===== src/rtl/elem_sdiv_by_row_seq_if.sv =====
// Common fixed-point bundle: format parameters plus clock and reset.
interface fixedp #(
    parameter int WIDTH = 16,
    parameter int SCALE = 8
) (
    input logic clk,
    input logic reset
);
    modport dut (input clk, input reset);
endinterface


===== src/rtl/elem_sdiv_by_row_seq.sv =====
// Sequential element-wise signed fixed-point divide of a matrix by a row vector.
module elem_sdiv_by_row_seq #(
    parameter int ROWS  = 1,
    parameter int COLS  = 1,
    parameter int LANES = 1,
    parameter int WIDTH = 16,
    parameter int SCALE = 8
) (
    fixedp.dut                                   g,
    input  logic                                 start_i,
    input  logic [ROWS-1:0][COLS-1:0][WIDTH-1:0] a_i,
    input  logic [COLS-1:0][WIDTH-1:0]           b_i,
    output logic                                 busy_o,
    output logic                                 done_o,
    output logic [ROWS-1:0][COLS-1:0][WIDTH-1:0] f_o,
    output logic                                 dz_o,
    output logic                                 ovf_o
);
    localparam int QB   = WIDTH + SCALE;
    localparam int CNTW = $clog2(QB);
    localparam int RIW  = (ROWS > 1) ? $clog2(ROWS) : 1;
    localparam int CIW  = (COLS > 1) ? $clog2(COLS) : 1;
    localparam logic [QB-1:0] QPMAX = QB'((1 << (WIDTH-1)) - 1);
    localparam logic [QB-1:0] QNMAX = QB'(1 << (WIDTH-1));
    localparam logic [WIDTH-1:0] MAXV = {1'b0, {(WIDTH-1){1'b1}}};
    localparam logic [WIDTH-1:0] MINV = {1'b1, {(WIDTH-1){1'b0}}};

    if (COLS % LANES != 0) begin : g_lanes_chk
        $error("COLS must be a multiple of LANES");
    end
    if (g.WIDTH != WIDTH || g.SCALE != SCALE) begin : g_fmt_chk
        $error("fixedp format does not match WIDTH/SCALE");
    end

    typedef enum logic [2:0] {IDLE, LOAD, ITER, STORE, DONE} state_t;

    state_t state_q, state_d;
    logic [ROWS-1:0][COLS-1:0][WIDTH-1:0] a_q, a_d, f_q, f_d;
    logic [COLS-1:0][WIDTH-1:0] b_q, b_d;
    logic [RIW-1:0]  row_q, row_d;
    logic [CIW-1:0]  col_q, col_d;
    logic [CNTW-1:0] cnt_q, cnt_d;
    logic [LANES-1:0][QB-1:0]    num_q, num_d;
    logic [LANES-1:0][WIDTH-1:0] rem_q, rem_d;
    logic [LANES-1:0][WIDTH:0]   den_q, den_d;
    logic [LANES-1:0] neg_q, neg_d, zd_q, zd_d, an_q, an_d;
    logic dz_q, dz_d, ovf_q, ovf_d;

    logic [CIW-1:0]   ci;
    logic [WIDTH-1:0] ai, bi, amag;
    logic [WIDTH:0]   be, t;
    logic [QB-1:0]    q;
    logic [WIDTH-1:0] res;
    logic             last;

    always_comb begin
        state_d = state_q;
        a_d = a_q;
        b_d = b_q;
        f_d = f_q;
        row_d = row_q;
        col_d = col_q;
        cnt_d = cnt_q;
        num_d = num_q;
        rem_d = rem_q;
        den_d = den_q;
        neg_d = neg_q;
        zd_d = zd_q;
        an_d = an_q;
        dz_d = dz_q;
        ovf_d = ovf_q;
        ci = '0;
        ai = '0;
        bi = '0;
        amag = '0;
        be = '0;
        t = '0;
        q = '0;
        res = '0;
        last = (row_q == RIW'(ROWS-1)) && (col_q == CIW'(COLS-LANES));
        unique case (state_q)
            IDLE: begin
                if (start_i) begin
                    a_d = a_i;
                    b_d = b_i;
                    dz_d = 1'b0;
                    ovf_d = 1'b0;
                    row_d = '0;
                    col_d = '0;
                    state_d = LOAD;
                end
            end
            LOAD: begin
                for (int l = 0; l < LANES; l++) begin
                    ci = CIW'(int'(col_q) + l);
                    ai = a_q[row_q][ci];
                    bi = b_q[ci];
                    amag = ai[WIDTH-1] ? (~ai + 1'b1) : ai;
                    be = {bi[WIDTH-1], bi};
                    num_d[l] = {amag, {SCALE{1'b0}}};
                    den_d[l] = be[WIDTH] ? (~be + 1'b1) : be;
                    rem_d[l] = '0;
                    an_d[l] = ai[WIDTH-1];
                    neg_d[l] = ai[WIDTH-1] ^ bi[WIDTH-1];
                    zd_d[l] = (bi == '0);
                end
                cnt_d = '0;
                state_d = ITER;
            end
            ITER: begin
                // restoring step: quotient bits shift into num from the right
                for (int l = 0; l < LANES; l++) begin
                    t = {rem_q[l], num_q[l][QB-1]};
                    if (t >= den_q[l]) begin
                        rem_d[l] = WIDTH'(t - den_q[l]);
                        num_d[l] = {num_q[l][QB-2:0], 1'b1};
                    end else begin
                        rem_d[l] = t[WIDTH-1:0];
                        num_d[l] = {num_q[l][QB-2:0], 1'b0};
                    end
                end
                cnt_d = cnt_q + 1'b1;
                if (cnt_q == CNTW'(QB-1)) begin
                    state_d = STORE;
                end
            end
            STORE: begin
                for (int l = 0; l < LANES; l++) begin
                    ci = CIW'(int'(col_q) + l);
                    q = num_q[l];
                    if (zd_q[l]) begin
                        res = an_q[l] ? MINV : MAXV;
                        dz_d = 1'b1;
                    end else if (neg_q[l]) begin
                        if (q > QNMAX) begin
                            res = MINV;
                            ovf_d = 1'b1;
                        end else begin
                            res = ~q[WIDTH-1:0] + 1'b1;
                        end
                    end else if (q > QPMAX) begin
                        res = MAXV;
                        ovf_d = 1'b1;
                    end else begin
                        res = q[WIDTH-1:0];
                    end
                    f_d[row_q][ci] = res;
                end
                if (last) begin
                    state_d = DONE;
                end else begin
                    state_d = LOAD;
                    if (col_q == CIW'(COLS-LANES)) begin
                        col_d = '0;
                        row_d = row_q + 1'b1;
                    end else begin
                        col_d = col_q + CIW'(LANES);
                    end
                end
            end
            DONE: state_d = IDLE;
            default: state_d = IDLE;
        endcase
    end

    always_ff @(posedge g.clk) begin
        if (g.reset) begin
            state_q <= IDLE;
            a_q <= '0;
            b_q <= '0;
            f_q <= '0;
            row_q <= '0;
            col_q <= '0;
            cnt_q <= '0;
            num_q <= '0;
            rem_q <= '0;
            den_q <= '0;
            neg_q <= '0;
            zd_q <= '0;
            an_q <= '0;
            dz_q <= 1'b0;
            ovf_q <= 1'b0;
        end else begin
            state_q <= state_d;
            a_q <= a_d;
            b_q <= b_d;
            f_q <= f_d;
            row_q <= row_d;
            col_q <= col_d;
            cnt_q <= cnt_d;
            num_q <= num_d;
            rem_q <= rem_d;
            den_q <= den_d;
            neg_q <= neg_d;
            zd_q <= zd_d;
            an_q <= an_d;
            dz_q <= dz_d;
            ovf_q <= ovf_d;
        end
    end

    assign busy_o = (state_q != IDLE);
    assign done_o = (state_q == DONE);
    assign f_o = f_q;
    assign dz_o = dz_q;
    assign ovf_o = ovf_q;
endmodule


===== src/flat_wrapper.sv =====
// flat-port wrapper written by rule: the top's interface ports become plain ports
module elem_sdiv_by_row_seq_flat 
#(
    parameter int ROWS  = 1,
    parameter int COLS  = 1,
    parameter int LANES = 1,
    parameter int WIDTH = 16,
    parameter int SCALE = 8
)
  (start_i, a_i, b_i, busy_o, done_o, f_o, dz_o, ovf_o, clk, reset);
  fixedp #(.WIDTH(WIDTH), .SCALE(SCALE)) g_i (.clk(clk), .reset(reset));
  input  logic start_i;
  input  logic [ROWS-1:0][COLS-1:0][WIDTH-1:0] a_i;
  input  logic [COLS-1:0][WIDTH-1:0] b_i;
  output logic busy_o;
  output logic done_o;
  output logic [ROWS-1:0][COLS-1:0][WIDTH-1:0] f_o;
  output logic dz_o;
  output logic ovf_o;
  input wire logic clk;
  input wire logic reset;
  elem_sdiv_by_row_seq #(.ROWS(ROWS), .COLS(COLS), .LANES(LANES), .WIDTH(WIDTH), .SCALE(SCALE)) u_core (.g(g_i), .start_i(start_i), .a_i(a_i), .b_i(b_i), .busy_o(busy_o), .done_o(done_o), .f_o(f_o), .dz_o(dz_o), .ovf_o(ovf_o));
endmodule

===== config.mk =====
export PLATFORM = sky130hd
export DESIGN_NAME = elem_sdiv_by_row_seq_flat
export DESIGN_NICKNAME = d
export VERILOG_FILES = /design/src/rtl/elem_sdiv_by_row_seq_if.sv /design/src/rtl/elem_sdiv_by_row_seq.sv /design/src/flat_wrapper.sv
export SDC_FILE = /design/constraint.sdc
export NUM_CORES = 1
export LEC_CHECK = 0
export BUFFER_PORTS_ARGS = -buffer_cell sky130_fd_sc_hd__clkbuf_2
export CAP_MARGIN = 0
export CORE_ASPECT_RATIO = 0.9
export CORE_MARGIN = 3
export CORE_UTILIZATION = 30
export CTS_CLUSTER_SIZE = 40
export DETAILED_ROUTE_END_ITERATION = 8
export PLACE_DENSITY_LB_ADDON = 0.2
export SYNTH_ARGS = -nofsm -noshare
export SYNTH_HDL_FRONTEND = slang
export SYNTH_SLANG_ARGS = --single-unit

===== constraint.sdc =====
create_clock -name clk -period 4.8 [get_ports clk]
set_input_delay 0.72 -clock clk [delete_from_list [all_inputs] [get_ports clk]]
set_output_delay 0.72 -clock clk [all_outputs]
set_load 0.01 [all_outputs]

==> reports/qor.yml <==
dp.cells: 1127
synthArstFlopShare_pct: 0
dieArea_um2: 23700
period_share_pct: 56.5
whs_ps: 465
ys_top_cells_by_count: "nand2_1, dfxtp_1, nor2_1"
min_path_type: "reg -> reg"
cts_sinks: 119
r2r-start: "u_core.den_q[10]$_SDFFE_PP0P_"
viasPerCell: 5.13
grtUsageMet1_pct: 22.8
drive_gt1_share_pct: 12.9
clockBufferDepth: 2
dr_total_vias: 5942
hpwl_mm: 12.2
max_freq_ghz: 0.369
place_congestion: 0.884
period_needed_ps: 2710
netlist-cell-type-count: 63
worstMarginPinSlew_ps: 1070
post-synth-top-count-cell: "nand2_1"
skew_ps: 14.1
start_util_pct: 31.0
slew_headroom_pct: 28.7
core_area_um2: 21100
outcome: "finished clean"
overflow: 0
crit_arrival_ps: 3010
slew_violations: 0
use_met3_pct: 3.15
drt-pass1-iter-count: 6
grtUsageMet2_pct: 20.4
postSynthCellCount: 839
detail-route-antenna-nets: 0
hp-start: "u_core.den_q[16]$_SDFFE_PP0P_"
leakage_uw: 0.00289
synthesis.nets: 896
ir_drop_uv: 219
ctsResizeCount: 0
dp_slack_ps: 2080
synth_edf_count: 0
maxCapViolCount: 0
area_growth_pct: 16.0
synth.area.top_cells: "dfxtp_1, nand2_1, a21oi_1, nor2_1, ha_1"
io_pins: 55
rsz0062_at_grt: "no"
critical_path_required_ps: 5100
grt_pass1_wl_mm: 28.7
clock_latency_ps: 410
wl_per_cell_um: 15.0
drtIter0Drc: 342
final_net_count: 917
startpoint_type: "flip-flop"
powerDensity_nw_per_um2: 483
setup_tns_ps: 0
cts_buffers: 17
crit_type: "reg -> reg"
syn_area_um2: 6550
final-hold-violation-count: 0
post-route-drc-count: 0
yosysSeqAreaShare_pct: 36.3
crit_start: "u_core.den_q[10]$_SDFFE_PP0P_"
grt_max_degree: 79
clk_pin_slew_ps: 60
holdBufCountCts: 0
grtUsageTotal_pct: 14.8
diodes: 0
final_core_util_pct: 36.0
finalWorstSetupSlack_ps: 2090
fin_cells: 1159
synth.ff_latch_count: 119
num_rows: 50
postCtsSetupBuffers: 0
htreeDepth: 4
cts_root_buf: "clkbuf_16"
path_max_fanout: 11
yosys_warnings: 0
synth_ff_type: "dfxtp_1"
synth_top_cell_by_area: "dfxtp_1"
finalSetupViolations: 0
grt_antenna_before_repair: 0
avgSynthCellArea_um2: 7.81
die_h_um: 146
critPathCaptureType: "flip-flop"
io_buffer_count: 54
die_w_um: 162
finalWirelength_mm: 17.4
busiest_layer: "met1"
cts_tree: "built"
yosysTopAreaCellShare_pct: 36.3
grt_pass1_vias: 5479
[cells in the final DEF, fill, tap and decap left out, types with 16 or more instances in the layout]
cell / count
a211oi_1: 33
nand4_1: 21
o211ai_1: 16
ha_1: 21
nor3_1: 21
nand3_1: 19
clkbuf_16: 17
dfxtp_1: 119
nor2_1: 91
a21oi_1: 72
nand2_1: 122
a22oi_1: 16
xor2_1: 23
inv_1: 32
o21ai_0: 17
clkbuf_2: 53
[metal layers]
layer / vias to the layer above / wire length [µm]
li1: 3069 / -
met1: 2715 / 9410
met2: 144 / 6920
met3: 14 / 839
met4: 0 / 229
met5: - / 0
[flip-flops by register name (all words and copies together) (netlist names)]
signal	flops
u_core.a_q	16
u_core.an_q	1
u_core.b_q	16
u_core.cnt_q	5
u_core.den_q	17
u_core.dz_o	1
u_core.f_o	16
u_core.neg_q	1
u_core.num_q	24
u_core.ovf_o	1
u_core.rem_q	16
u_core.row_q	1
u_core.state_q	3
u_core.zd_q	1
[layout make-up]
class	count	area (µm²)
Tap cell	286	358
Clock inverter	7	119
Inverter	32	120
Fill cell	2341	13500
Timing Repair Buffer	63	340
Clock buffer	25	475
Multi-Input combinational cell	627	3810
Sequential cell	119	2380
[through the flow]
step           power [µW]  area (µm²)
6_report             3680        7600
5_1_grt              3910        7600
4_1_cts              3710        7600
3_5_place_dp         2400        7010
3_3_place_gp         2390        7010
2_1_floorplan        2100        6550
[power by group]
group	total, µW	internal (µW)	leakage [µW]	switching [µW]
clock network	1290	845	0.000282	449
logic	1230	461	0.00164	773
registers	1150	1060	0.000968	86.5
[kinds of logic after synthesis]
family | count (synthesis) | share of synthesized area (%)
multiplexers | 4 | 0.611
AND/OR/NAND/NOR | 337 | 24.6
buffers and inverters | 93 | 5.67
XOR/XNOR | 32 | 4.28
flip-flops | 119 | 36.3
AO/OA/AOI/OAI | 232 | 24.2
adder cells (fa/ha/maj) | 22 | 4.31
[worst paths after layout]
kind                                    to  slack (ps)  cells past startpoint
min          u_core.den_q[16]$_SDFFE_PP0P_         470                      2
max reg2reg   u_core.rem_q[1]$_SDFFE_PP0P_        2090                      8
min reg2reg  u_core.den_q[16]$_SDFFE_PP0P_         470                      2
max           u_core.rem_q[1]$_SDFFE_PP0P_        2090                      8
[critical path, stage by stage, from the launching register on]
cell     delay [ps]
dfxtp_1         320
inv_1            40
ha_1            400
a21oi_1         110
o21ai_1         370
a31oi_1         140
o21ai_1         670
o21ai_0         240
a32o_1          290
Power figures use the tool's default switching activity.
